`src/rtl/bcd_pkg.sv`:
```
// Shared BCD definitions for the display-path binary<->BCD converters.
package bcd_pkg;

  localparam int BCD_DIGIT_W = 4;
  localparam int BCD_MAX     = 9;

  typedef enum logic [0:0] {
    IDLE  = 1'b0,
    SHIFT = 1'b1
  } bcd_state_e;

  // Ceiling log2, usable in constant expressions for counter widths.
  function automatic int clog2(input int value);
    int r;
    int v;
    r = 0;
    v = value - 1;
    while (v > 0) begin
      r = r + 1;
      v = v >> 1;
    end
    return r;
  endfunction

endpackage

```
`src/rtl/bcd_digit_adj.sv`:
```
// One BCD digit correction cell for reverse double-dabble: after a right
// shift a digit >= 8 carries a half-ten from above, so subtract 3 to make it
// a proper halved decimal digit again.
module bcd_digit_adj
  import bcd_pkg::*;
(
  input  logic [BCD_DIGIT_W-1:0] nib,
  output logic [BCD_DIGIT_W-1:0] adj
);

  assign adj = (nib >= 4'd8) ? (nib - 4'd3) : nib;

endmodule

```
`src/rtl/bcd2bin_seq.sv`:
```
// Sequential BCD-to-binary converter. Reverse double-dabble: the BCD word is
// shifted right one bit per clock into a binary accumulator, with each BCD
// digit corrected after every shift. Invalid digits short-circuit to an
// error completion without entering the shift loop.
module bcd2bin_seq
  import bcd_pkg::*;
#(
  parameter int NDIG  = 3,
  parameter int BIN_W = 10
) (
  input  logic                        clk,
  input  logic                        rst_n,
  input  logic                        start,
  input  logic [BCD_DIGIT_W*NDIG-1:0] bcd_in,
  output logic                        busy,
  output logic                        done,
  output logic [BIN_W-1:0]            bin_out,
  output logic                        err
);

  localparam int SR_W  = BCD_DIGIT_W * NDIG;
  localparam int CNT_W = (clog2(SR_W) > 0) ? clog2(SR_W) : 1;
  localparam logic [CNT_W-1:0] CNT_LAST = CNT_W'(SR_W - 1);

  bcd_state_e        state;
  logic [SR_W-1:0]   bcd_reg;
  logic [SR_W-1:0]   acc;
  logic [CNT_W-1:0]  cnt;

  logic [SR_W-1:0]   bcd_shift;
  logic [SR_W-1:0]   bcd_adj;
  logic [SR_W-1:0]   acc_shift;
  logic              acc_lsb_unused;

  // True when any digit of the packed word lies outside 0..9.
  function automatic logic has_bad_digit(input logic [SR_W-1:0] w);
    for (int i = 0; i < NDIG; i++) begin
      if (w[i*BCD_DIGIT_W +: BCD_DIGIT_W] > BCD_DIGIT_W'(BCD_MAX))
        return 1'b1;
    end
    return 1'b0;
  endfunction

  // The {bcd_reg, acc} pair shifts right as one word; the accumulator LSB
  // simply falls off the end each step.
  assign bcd_shift      = bcd_reg >> 1;
  assign acc_shift      = {bcd_reg[0], acc[SR_W-1:1]};
  assign acc_lsb_unused = acc[0];

  // Per-digit correction applied to the freshly shifted BCD register.
  for (genvar g = 0; g < NDIG; g++) begin : g_adj
    bcd_digit_adj u_adj (
      .nib (bcd_shift[g*BCD_DIGIT_W +: BCD_DIGIT_W]),
      .adj (bcd_adj[g*BCD_DIGIT_W +: BCD_DIGIT_W])
    );
  end

  // Control FSM, shift datapath and result registers. After SR_W shifts the
  // binary value sits right-aligned in acc; its high bits are zero for any
  // valid BCD word, so the low BIN_W bits are the result.
  always_ff @(posedge clk or negedge rst_n) begin
    if (!rst_n) begin
      state   <= IDLE;
      busy    <= 1'b0;
      done    <= 1'b0;
      bin_out <= '0;
      err     <= 1'b0;
      bcd_reg <= '0;
      acc     <= '0;
      cnt     <= '0;
    end else begin
      done <= 1'b0;
      case (state)
        IDLE: begin
          if (start) begin
            if (has_bad_digit(bcd_in)) begin
              done    <= 1'b1;
              err     <= 1'b1;
              bin_out <= '0;
            end else begin
              bcd_reg <= bcd_in;
              acc     <= '0;
              cnt     <= '0;
              err     <= 1'b0;
              busy    <= 1'b1;
              state   <= SHIFT;
            end
          end
        end
        SHIFT: begin
          bcd_reg <= bcd_adj;
          acc     <= acc_shift;
          cnt     <= cnt + 1'b1;
          if (cnt == CNT_LAST) begin
            bin_out <= acc_shift[BIN_W-1:0];
            done    <= 1'b1;
            busy    <= 1'b0;
            state   <= IDLE;
          end
        end
        default: begin
          state <= IDLE;
          busy  <= 1'b0;
        end
      endcase
    end
  end

endmodule

```
`config.mk`:
```
export PLATFORM = sky130hd
export DESIGN_NAME = bcd2bin_seq
export DESIGN_NICKNAME = d
export VERILOG_FILES = /design/src/rtl/bcd_pkg.sv /design/src/rtl/bcd_digit_adj.sv /design/src/rtl/bcd2bin_seq.sv
export SDC_FILE = /design/constraint.sdc
export NUM_CORES = 1
export LEC_CHECK = 0
export ABC_AREA = 1
export CORE_MARGIN = 5
export CORE_UTILIZATION = 42
export CTS_CLUSTER_DIAMETER = 80
export CTS_CLUSTER_SIZE = 10
export DETAILED_ROUTE_END_ITERATION = 16
export DONT_BUFFER_PORTS = 1
export SKIP_LAST_GASP = 1
export SYNTH_ARGS = -nofsm -noshare
export SYNTH_HDL_FRONTEND = slang
export SYNTH_SLANG_ARGS = --single-unit
```
`constraint.sdc`:
```
create_clock -name clk -period 1.7 [get_ports clk]
set_clock_uncertainty 0.05 [all_clocks]
set_input_delay 0.17 -clock clk [delete_from_list [all_inputs] [get_ports clk]]
set_output_delay 0.17 -clock clk [all_outputs]
set_load 0.03 [all_outputs]
```
==> results of run 1 <==
[stage by stage]
stage / area [um2] / std cells / hold slack [ps]
after floorplan: 2105 / 255 / -175.6
after global placement: 2135 / 313 / -174.3
after detailed placement: 2135 / 313 / -174.4
after CTS: 2285 / 323 / 37.54
after global routing: 2285 / 323 / 60.04
final: 2285 / 323 / 44.77
[power by group]
part	internal (W)	switching, W
Sequential	0.00142	0.000669
Combinational	0.000603	0.000877
Clock	0.000478	0.000338
Total	0.00250	0.00188
[kinds of logic after synthesis]
| logic type | Yosys count | share of synthesized area |
|---|---|---|
| xor+xnor | 1 | 0.004162 |
| fa+ha+maj | 5 | 0.02973 |
| simple gates | 160 | 0.3526 |
| flops | 41 | 0.4875 |
| compound gates | 16 | 0.04519 |
| buf+inv | 32 | 0.08086 |
[layout by cell type (no fill, tap or decap), types with 2 or more instances in the layout]
cell type  count
nor2_1         8
nand3_1       55
nand2_1       83
dfrtp_1       41
ha_1           5
inv_2          2
inv_1         13
o21ai_2        3
buf_4          8
nand4_1        3
clkbuf_8       6
nand3_2       10
a21oi_1        4
o21ai_1        8
[final cells by class]
class	instances	share of cell area
multi-input cells	182	0.3976
flip-flops and latches	41	0.4491
clock buffers	6	0.03614
repair buffers	10	0.03943
well taps	67	0.03669
inverters	15	0.02464
clock inverters	2	0.01643
[cell usage after synthesis (2+ instances only)]
cell type  number  area (um2)
inv_1          13       48.80
nand3_2        10       100.1
nand2_1        83       311.6
a21oi_1         4       20.02
buf_4           4       30.03
nor2_1          8       30.03
buf_2          10       50.05
nand3_1        55       275.3
o21ai_1         8       40.04
dfrtp_1        41        1026
buf_6           3       33.78
ha_1            5       62.56
inv_2           2       7.510
o21ai_2         3       26.28
nand4_1         3       18.77
[routing by layer]
| layer | track usage | share of wire | vias to the layer above |
|---|---|---|---|
| li1 | - | - | 828 |
| met1 | 0.1886 | 0.47 | 768 |
| met2 | 0.2359 | 0.45 | 43 |
| met3 | 0.04656 | 0.065 | 4 |
| met4 | 0.04561 | 0.013 | 0 |
| met5 | 0 | 0 | - |
[worst min-delay path, stage by stage]
cell,delay (ps)
inv_1,30
nor2_1,30
nand3_1,60
nand2_1,50
[final timing paths]
path / from / slack, ps / endpoint
worst max-delay path: state / 250 / bin_out[9]
worst min-delay path: bcd_in[11] / 40 / bcd_reg[11]
worst max register to register: state / 250 / bin_out[9]
worst min register to register: acc[11] / 450 / acc[10]
max in group asynchronous: rst_n / 1100 / bcd_reg[9]
min in group asynchronous: rst_n / 280 / acc[8]
==> flow_summary_export.csv, run 1 <==
group,metric,value,unit
cts,clock-sinks,41,
floorplan,pin_count,28,
power_and_ir_drop,p_leak,1.176,nW
cts,hold_buffers,2,
cts,cts_tree,"yes",
cts,h-tree-depth,2,
yosys,avgSynthCellArea,8.253,um2
global_routing,antenna_found_initial,0,
cts,cts_resized,0,
layout,multiInputGateArea,908.4,um2
power_and_ir_drop,max-vdd-ir-drop,650.8,uV
sta,setup_viol,0,
sta,period_needed,1451,ps
worst_setup_path,worstSetupPathType,"flop to flop",
cts,path_clk_slew,80,ps
yosys,synth-seq-cells,41,
worst_hold_path,hold_path.class,"primary input to flop",
cts,cts_inserted_buffers,5,
yosys,ys_async_sr_fraction,1.000,
sta,worst_pin_slew,420.6,ps
power_and_ir_drop,pwr_density_cell,1919,mW/mm2
yosys,syn-num-nets,275,
worst_setup_path,path_delay_family,"simple AND/OR/NAND/NOR gates",
floorplan,initial_core_util,0.4397,
cts,cts_setup_buffers,0,
global_routing,grt-ovfl-total,0,
worst_setup_path,rr_worst_depth,5,
yosys,synth_cell_types,18,
layout,ff_latch_area,0.001026,mm2
floorplan,die_width,80.79,um
yosys,ys.flop_type,"dfrtp_1",
sta,setup_tns,0,ps
routing,wl,4.153,mm
routing,viasPerCell,5.087,
floorplan,placementRows,25,
placement,port_buffers,0,
worst_setup_path,cp_cell_sequence,"buf_4 -> nor2_1 -> nand2_1 -> nand3_1 -> nand2_1",
yosys,synth_edf_count,0,
layout,area_growth,8.561,%
global_routing,grt_pass1_wl,7.445,mm
worst_setup_path,cp-start-kind,"flop",
sta,slew_headroom,0.7189,
yosys,ys_warn_count,0,
layout,fillCellCount,475,
routing,num_vias,1643,
layout,largest_reg_flops,12,
routing,drt_pass1_iterations,5,
worst_hold_path,holdPathStages,4,
worst_setup_path,cp.arrival,1580,ps
sta,clock.fmax,0.6894,GHz
layout,diodes,0,
layout,drive_above_1_share,0.1289,
routing,drt_iter0_markers,125,
cts,cts_max_path_buffers,2,
sta,slew_viol_final,0,
routing,drtAntennaViolNets,0,
global_routing,grt_max_degree,42,
worst_setup_path,cp.depth,5,
floorplan,die_h,80.79,um
routing,drc,0,
sta,hold_viol_final,0,
layout,fin_util,0.4774,
cts,clk_latency,290,ps
power_and_ir_drop,p_total,0.004384,W
floorplan,dieArea,0.006526,mm2
yosys,synthCells,255,
status,status,"finished clean",
worst_setup_path,required,1830,ps
placement,hpwl,2.837,mm
sta,worst_slack,249.4,ps
global_routing,grt_pass1_vias,1601,
sta,rsz0062_at_grt,"no",
floorplan,core_area,0.004786,mm2
routing,post_drt_wl_per_cell,12.86,um
placement,gp_congestion,0.7495,
worst_setup_path,end_kind,"flop",
flow_run,drv_cap,0,
yosys,synth_area,0.002105,mm2
worst_setup_path,cp_common_cell,"nand2_1",
placement,place_ws,269.5,ps
yosys,ys_seq_area_frac,0.4875,
sta,period_share,0.8533,
worst_setup_path,slowest_stage,"dfrtp_1",
layout,nets,275,
worst_setup_path,crit_path_max_incr_delay,430,ps
global_routing,grt_use_total,0.1467,
worst_setup_path,path_buf_inv,1,
worst_setup_path,cp_max_fo,12,
cts,root_buffer,"clkbuf_8",
Power figures use the tool's default switching activity.
==> run 2: changes to the inputs <==
Settings changed: GPL_ROUTABILITY_DRIVEN set to 0.
==> results of run 2 <==
Final layout, timing and power as in run 1 (identical DEF).
